[src/rtl/ctl_pkg.sv]
// ctl_pkg: shared types for the BLI201 multi-cycle sequencer.
//   ctl_state_e : sequencer states (3-bit encoding)
//   ctl_fault_e : halt cause reported on ctl_o_fault
//   WdogWidth   : width of the shared memory-handshake wait counter
package ctl_pkg;

  typedef enum logic [2:0] {
    StIdle   = 3'd0,
    StFetch  = 3'd1,
    StDecode = 3'd2,
    StExec   = 3'd3,
    StMem    = 3'd4,
    StWb     = 3'd5,
    StHalt   = 3'd6
  } ctl_state_e;

  typedef enum logic [1:0] {
    FaultNone    = 2'b00,
    FaultIllegal = 2'b01,
    FaultFetchTo = 2'b10,
    FaultMemTo   = 2'b11
  } ctl_fault_e;

  localparam int unsigned WdogWidth = 8;

endpackage

[src/rtl/ctl_wdog.sv]
// ctl_wdog: wait counter for memory handshakes, shared by FETCH and MEM.
// Ports:
//   clk, rst_n : clock, asynchronous active-low reset
//   clr        : force the count to zero (has priority over en)
//   en         : count one wait cycle
//   expired    : count has reached TIMEOUT (never asserts when TIMEOUT == 0)
module ctl_wdog
  import ctl_pkg::*;
#(
  parameter int unsigned TIMEOUT = 255
) (
  input  logic clk,
  input  logic rst_n,
  input  logic clr,
  input  logic en,
  output logic expired
);

  logic [WdogWidth-1:0] cnt_q, cnt_d;

  always_comb begin
    cnt_d = cnt_q;
    if (clr) begin
      cnt_d = '0;
    end else if (en && (cnt_q != {WdogWidth{1'b1}})) begin
      // Saturate so a disabled timeout cannot wrap back into a match.
      cnt_d = cnt_q + 1'b1;
    end
  end

  always_ff @(posedge clk or negedge rst_n) begin
    if (!rst_n) begin
      cnt_q <= '0;
    end else begin
      cnt_q <= cnt_d;
    end
  end

  assign expired = (TIMEOUT != 0) && (32'(cnt_q) == TIMEOUT);

endmodule

[src/rtl/ctl.sv]
// ctl: multi-cycle sequencer for the BLI201 core.
// Steps each instruction through FETCH, DECODE, EXEC, optional MEM and WB, drives the
// IR / PC / data-memory / regfile strobes, times out stalled memory handshakes and halts
// on faults (illegal opcode, fetch timeout, memory timeout).
// Ports:
//   clk, rst_n               : clock, asynchronous active-low reset
//   ctl_i_ifu_ready          : instruction memory data valid
//   ctl_o_ifu_req, ir_we     : fetch request, instruction register latch (Mealy on ready)
//   ctl_i_is_load/is_store   : decode classification, sampled in DECODE/EXEC
//   ctl_i_illegal            : decode found no opcode group
//   ctl_o_mem_req, mem_we    : data memory request / write
//   ctl_i_mem_ready          : data memory access complete
//   ctl_o_rf_we, pc_we       : one-cycle WB strobes
//   ctl_o_halt, ctl_o_fault  : halted flag and latched cause
//   ctl_o_cycle, instret     : performance counters
// Configuration: define BLI201_CTL_PERF_CNT_EN to build the performance counters;
// otherwise both counter ports read constant 0.
module ctl
  import ctl_pkg::*;
#(
  parameter int unsigned TIMEOUT = 255
) (
  input  logic        clk,
  input  logic        rst_n,
  input  logic        ctl_i_ifu_ready,
  output logic        ctl_o_ifu_req,
  output logic        ctl_o_ir_we,
  input  logic        ctl_i_is_load,
  input  logic        ctl_i_is_store,
  input  logic        ctl_i_illegal,
  output logic        ctl_o_mem_req,
  output logic        ctl_o_mem_we,
  input  logic        ctl_i_mem_ready,
  output logic        ctl_o_rf_we,
  output logic        ctl_o_pc_we,
  output logic        ctl_o_halt,
  output logic [1:0]  ctl_o_fault,
  output logic [31:0] ctl_o_cycle,
  output logic [31:0] ctl_o_instret
);

  ctl_state_e state_q, state_d;
  ctl_fault_e fault_q, fault_d;
  logic       is_store_q, is_store_d;
  logic       wdog_clr, wdog_en, wdog_expired;

  // Counter is held clear outside the two waiting states, so it starts at zero on entry.
  assign wdog_clr = !((state_q == StFetch) || (state_q == StMem));
  assign wdog_en  = ((state_q == StFetch) && !ctl_i_ifu_ready) ||
                    ((state_q == StMem) && !ctl_i_mem_ready);

  ctl_wdog #(
    .TIMEOUT (TIMEOUT)
  ) u_wdog (
    .clk     (clk),
    .rst_n   (rst_n),
    .clr     (wdog_clr),
    .en      (wdog_en),
    .expired (wdog_expired)
  );

  always_comb begin
    state_d    = state_q;
    fault_d    = fault_q;
    is_store_d = is_store_q;
    unique case (state_q)
      StIdle: state_d = StFetch;
      StFetch: begin
        // A ready on the expiry cycle still wins over the timeout.
        if (ctl_i_ifu_ready) begin
          state_d = StDecode;
        end else if (wdog_expired) begin
          state_d = StHalt;
          fault_d = FaultFetchTo;
        end
      end
      StDecode: begin
        if (ctl_i_illegal) begin
          state_d = StHalt;
          fault_d = FaultIllegal;
        end else begin
          state_d = StExec;
        end
      end
      StExec: begin
        is_store_d = ctl_i_is_store;
        state_d    = (ctl_i_is_load || ctl_i_is_store) ? StMem : StWb;
      end
      StMem: begin
        if (ctl_i_mem_ready) begin
          state_d = StWb;
        end else if (wdog_expired) begin
          state_d = StHalt;
          fault_d = FaultMemTo;
        end
      end
      StWb:   state_d = StFetch;
      StHalt: state_d = StHalt;
      default: state_d = StIdle;
    endcase
  end

  always_ff @(posedge clk or negedge rst_n) begin
    if (!rst_n) begin
      state_q    <= StIdle;
      fault_q    <= FaultNone;
      is_store_q <= 1'b0;
    end else begin
      state_q    <= state_d;
      fault_q    <= fault_d;
      is_store_q <= is_store_d;
    end
  end

  // Outputs decode straight from the state register so reset removes them immediately.
  always_comb begin
    ctl_o_ifu_req = (state_q == StFetch);
    ctl_o_ir_we   = (state_q == StFetch) && ctl_i_ifu_ready;
    ctl_o_mem_req = (state_q == StMem);
    ctl_o_mem_we  = (state_q == StMem) && is_store_q;
    ctl_o_rf_we   = (state_q == StWb);
    ctl_o_pc_we   = (state_q == StWb);
    ctl_o_halt    = (state_q == StHalt);
    ctl_o_fault   = fault_q;
  end

`ifdef BLI201_CTL_PERF_CNT_EN
  logic [31:0] cycle_q, instret_q;

  always_ff @(posedge clk or negedge rst_n) begin
    if (!rst_n) begin
      cycle_q   <= '0;
      instret_q <= '0;
    end else begin
      if ((state_q != StIdle) && (state_q != StHalt)) begin
        cycle_q <= cycle_q + 32'd1;
      end
      if (state_q == StWb) begin
        instret_q <= instret_q + 32'd1;
      end
    end
  end

  assign ctl_o_cycle   = cycle_q;
  assign ctl_o_instret = instret_q;
`else
  assign ctl_o_cycle   = '0;
  assign ctl_o_instret = '0;
`endif

endmodule

[config.mk]
export PLATFORM = sky130hd
export DESIGN_NAME = ctl
export DESIGN_NICKNAME = d
export VERILOG_FILES = /design/src/rtl/ctl_pkg.sv /design/src/rtl/ctl_wdog.sv /design/src/rtl/ctl.sv
export SDC_FILE = /design/constraint.sdc
export NUM_CORES = 1
export LEC_CHECK = 0
export CORE_MARGIN = 4
export CORE_UTILIZATION = 41
export DETAILED_ROUTE_END_ITERATION = 12
export PLACE_DENSITY = 0.86
export SLEW_MARGIN = 15
export SYNTH_ARGS = -nofsm -noshare
export SYNTH_HDL_FRONTEND = slang
export SYNTH_SLANG_ARGS = --single-unit
[constraint.sdc]
create_clock -name clk -period 2.3 [get_ports clk]
set_input_delay 0.23 -clock clk [delete_from_list [all_inputs] [get_ports clk]]
set_output_delay 0.23 -clock clk [all_outputs]
set_load 0.05 [all_outputs]
* Yosys cells after proc, flatten, opt, wreduce, memory -nomap -nowiden
Index checks and enable logic that the tools add are counted.
** Storage, ports and cells
- Input bits :: 7
- Bits in registers :: 14
- Output and inout bits :: 73
- Logic and storage cells :: 47
** Cells by class
- Add/subtract/negate cells :: 1
- Reduce and logical (&&, ||, !) cells :: 14
- Eq/ne operators :: 14
- Mux-type cells :: 14
** Operators with widths (count)
- $pmux W3 S6 :: 1
- $mux W8 :: 2
- $mux W3 :: 4
- $mux W2 :: 5
- $eq A3 B3 Y1 const B :: 3
- $add A8 B1 Y8 const B :: 1
- $eq A8 B8 Y1 const B :: 1
- $ne A8 B8 Y1 const B :: 1
- $eq A3 B2 Y1 const B :: 2
- $ne A2 B1 Y1 const B :: 3
- $ne A2 B2 Y1 const B :: 3
- $pmux W2 S3 :: 1
- $reduce_and A6 Y1 :: 1
- $logic_and A1 B1 Y1 :: 5
- $eq A3 B1 Y1 const B :: 1
- $logic_not A3 Y1 :: 1
- $logic_or A1 B1 Y1 :: 3
- $reduce_bool A3 Y1 :: 1
- $logic_not A1 Y1 :: 2
- $reduce_or A2 Y1 :: 1
- $mux W1 :: 1

* Longest topological paths before layout
- Depth in word-level cells :: 6
- Depth in mapped cells :: 6
- Mapped depth without buffers :: 5

* Cells and area by module
Synthesis repeated with hierarchy kept, for this count alone.
** Second synthesis, totals
- Cells, all modules :: 162
- Area, all modules :: 1430.1 sq um
** By module, submodules not included
- ctl :: instances 1, seq. area each 150.1 sq um, area an instance 955.9 sq um, cells each 115
- ctl_wdog :: instances 1, seq. area each 200.2 sq um, area an instance 474.2 sq um, cells each 47

* Worst setup path after synthesis
Ideal clock, no wire load.
- Path type :: reg-to-reg
- Start :: register state_q[2]
- End :: register fault_q[0] (netlist: ctl_o_fault[0])
- Clock period less this slack :: 2756 ps
- Buffers on the path :: 1
- Slack :: -456 ps
- Arrival time :: 2656 ps
- Cell stages (with the launch flop) :: 5
- Setup time :: 100 ps
- Required time :: 2200 ps
- Cells stage by stage :: dfrtp_1 > buf_6 > nor4bb_1 > nor3_1 > a311oi_1
** On the way
- Longest elaborated chain between the ends :: 3
- Elaborated cells on any way between the ends :: 11
- Those cells by class :: eq/ne (8); mux (1); reduce/logical (2)
** RTL lines
- start: declaration :: line ctl.sv:42 : ctl_state_e state_q, state_d;
- start signal: assignment :: line ctl.sv:105 : state_q <= StIdle;
- start signal: assignment :: line ctl.sv:109 : state_q <= state_d;
- $eq A3 B3 Y1 (tied with other cells) :: line ctl.sv:66 : unique case (state_q)
- $ne A2 B1 Y1 (no source line) (tied with other cells)
- $reduce_and A6 Y1 (no source line)
- end signal: assignment :: line ctl.sv:106 : fault_q <= FaultNone;
- end signal: assignment :: line ctl.sv:110 : fault_q <= fault_d;
- end: declaration :: line ctl.sv:43 : ctl_fault_e fault_q, fault_d;
Parallel ways exist; a longest one is shown, timed or not.
A chain may end at the register's enable or synchronous reset.

* Worst setup path in the final report
- Start :: register state_q[0]
- End :: output ctl_o_rf_we
** On the way
- Longest elaborated chain between the ends :: 1
** RTL lines
- $eq A3 B3 Y1 :: line ctl.sv:121 : ctl_o_rf_we = (state_q == StWb);
- end: declaration :: line ctl.sv:34 : output logic ctl_o_rf_we,
No other way between the ends.

==> run metrics <==
setup_tns=0 ps; Min-Delay Path Class=in2async; clk buf depth=2; Die Footprint=between 4000 and 5000 sq um; CP Launch Type=register; Clock Latency Late Sink=around 270 ps; H-tree levels=1; Final Skew=2.36 ps; CP endpoint kind=primary output; antenna cells=0; iteration-0 DRC count of the detailed router=16; Syn Area/Cell=between 8 and 9 sq um; Via Count=between 900 and 1k; EDFF count, synth=0; initial antenna violation count=0; f_max=approximately 0.46 GHz; PwrDens=~990 nW/um^2; RSZ-0062 raised after global routing=no; top-count cell post-synth=buf_4; hold_ws=roughly 330 ps; area share of fa/ha/maj cells after synthesis=less than 1%; Die Y=about 66 um; Synth top area share=between 30% and 40%; Worst-Margin Slew=611 ps; #FFs+latches synth=14; final worst-path cycle share=~95%; worst IR drop on VDD=0.589 mV; Critical Path RT=roughly 2100 ps; DRC Markers=0; final-report setup violation count=0; first-pass GRT wire length=between 3000 and 4000 um; Area Overhead vs Synth=-2.18%; largest net degree at the start of global routing=16; starting density of the core=44.1%; main combinational cell family by area after synthesis=buffers and inverters; # rows=20; post-synthesis xor/xnor area fraction=0%; post-synthesis sequential area ratio=roughly 25%; Cells after Synth=~160; Max-slew headroom=between 50 and 60%; Yosys warnings=0; crit path kind=reg2out; most common library cells after synthesis=buf_4, dfrtp_1, nor2_1; first drt pass iteration count=4; WL final=2280 um; Inserted Clock Buffers=3; routability cong.=between 0.7 and 0.8; fin. max-slew vios=0; simple-gate share of the synthesized area=approximately a fifth; GRT Overall Usage=about 10%; vias in the first global route=roughly 750; placeable core area=3130 sq um; final net count=187; Clock Root Buffer=clkbuf_4; top area cells in the synthesized netlist=buf_4, dfrtp_1, mux2i_1; die width=about 66 um; minimum clock period=~2200 ps; asr flop ratio synth=100%; Distinct cells, synth=35; dpl hpwl=1870 um; WL/cell=around 10 um; gr ovfl total=0; status=finished, final reports clean; post-DR vias/cell=4.25; CTS tree=done; Max-cap violations=0; Boundary Pins=80; Sink Count=14; layout cells sized above 1=7.34%; Worst EP arrival=about 2000 ps; compound-gate portion of the synthesized area=8.16%; Main synth FF type=dfrtp_1; crit path max fanout=15; Static Leak=0.674 nW; Synth area leader=buf_4; Final Hold Fails=0; post-synthesis cell area=roughly 1400 sq um; IO buf count=15; Clock transition at path regs=about 80 ps; multiplexer area fraction after synthesis=5.17%; antenna-violating nets left=0
==> kinds of logic after synthesis <==
family	Yosys count
buffers and inverters	73
AND/OR/NAND/NOR	52
AO/OA/AOI/OAI	16
flip-flops	14
multiplexers	7
adder cells (fa/ha/maj)	1
other	1
==> cells in the final DEF, fill, tap and decap left out, drive strengths merged, types with 2 or more instances in the layout <==
| cell type | netlist | final |
|---|---|---|
| o21ai | 4 | 4 |
| nand2b | 5 | 5 |
| a21oi | 2 | 2 |
| clkbuf | 0 | 3 |
| nand2 | 10 | 10 |
| nor3 | 5 | 5 |
| nor4 | 4 | 4 |
| conb | 1 | 64 |
| dfrtp | 14 | 14 |
| inv | 2 | 2 |
| nor4bb | 2 | 2 |
| nor2 | 11 | 11 |
| and2 | 3 | 3 |
| dlymetal6s2s | 0 | 2 |
| mux2i | 6 | 6 |
| clkdlybuf4s50 | 0 | 10 |
| buf | 71 | 6 |
| o31ai | 3 | 3 |
| nand3 | 5 | 5 |
==> power breakdown <==
group	switching, W	leakage (nW)	internal (W)
sequential	0.0000831	0.182	0.000288
clock	0.0000769	0.0138	0.0000606
combinational	0.000584	0.478	0.000237
==> worst max-delay path, stage by stage, from the launching register on <==
cell	delay, ps
dfrtp_1	620
and3_1	250
clkdlybuf4s50_1	810
==> routing by layer <==
layer | routed length [um] | GRT usage [%] | share of wire (%) | vias up
met5 | 0 | 0 | 0 | -
met4 | 19 | 1.52 | 0.83 | 0
met3 | 228 | 1.53 | 10 | 4
met2 | 1140 | 17.5 | 50 | 50
met1 | 896 | 12.7 | 39 | 430
li1 | - | - | - | 456
==> worst paths after layout <==
| path | cells past startpoint | end | slack [ps] | start |
|---|---|---|---|---|
| min in group clk | 1 | is_store_q | 510 | is_store_q |
| max in group asynchronous | 1 | ctl_o_fault[0] | 1570 | rst_n |
| worst max register to register | 4 | u_wdog.cnt_q[5] | 480 | state_q[2] |
| worst max-delay path | 2 | ctl_o_rf_we | 120 | state_q[0] |
| worst min-delay path | 1 | u_wdog.cnt_q[4] | 330 | rst_n |
| worst min register to register | 1 | is_store_q | 510 | is_store_q |
==> sequential cells by signal (all words and copies together), names as in the netlist <==
register and count:
u_wdog.cnt_q 8, state_q 3, ctl_o_fault 2, is_store_q 1
==> timing repair <==
action,in CTS,in global routing
buffers inserted,0,0
hold buffers,0,0
gates resized for setup,0,2
setup endpoints to repair,0,2
==> area by class of cell <==
type,count,area (sq um)
clock buffer,3,22.5
fill,323,1780
inverter,2,7.51
multi-input combinational,140,732
sequential,14,350
tap,44,55.1
timing repair buffer,18,183
==> metrics by stage <==
step / setup slack, ps / instance area, sq um / power [W] / instances / utilization (%)
after floorplan: 152 / 1620 / 0.00113 / 227 / -
final: 120 / 1350 / 0.00133 / 221 / 43.2
after CTS: 40.8 / 1350 / 0.00133 / 221 / 43.0
after global routing: 24.8 / 1350 / 0.00141 / 221 / 43.2
after detailed placement: 342 / 1320 / 0.00119 / 218 / 42.3
after global placement: 382 / 1320 / 0.00118 / 218 / 42.3
Power figures use the tool's default switching activity.
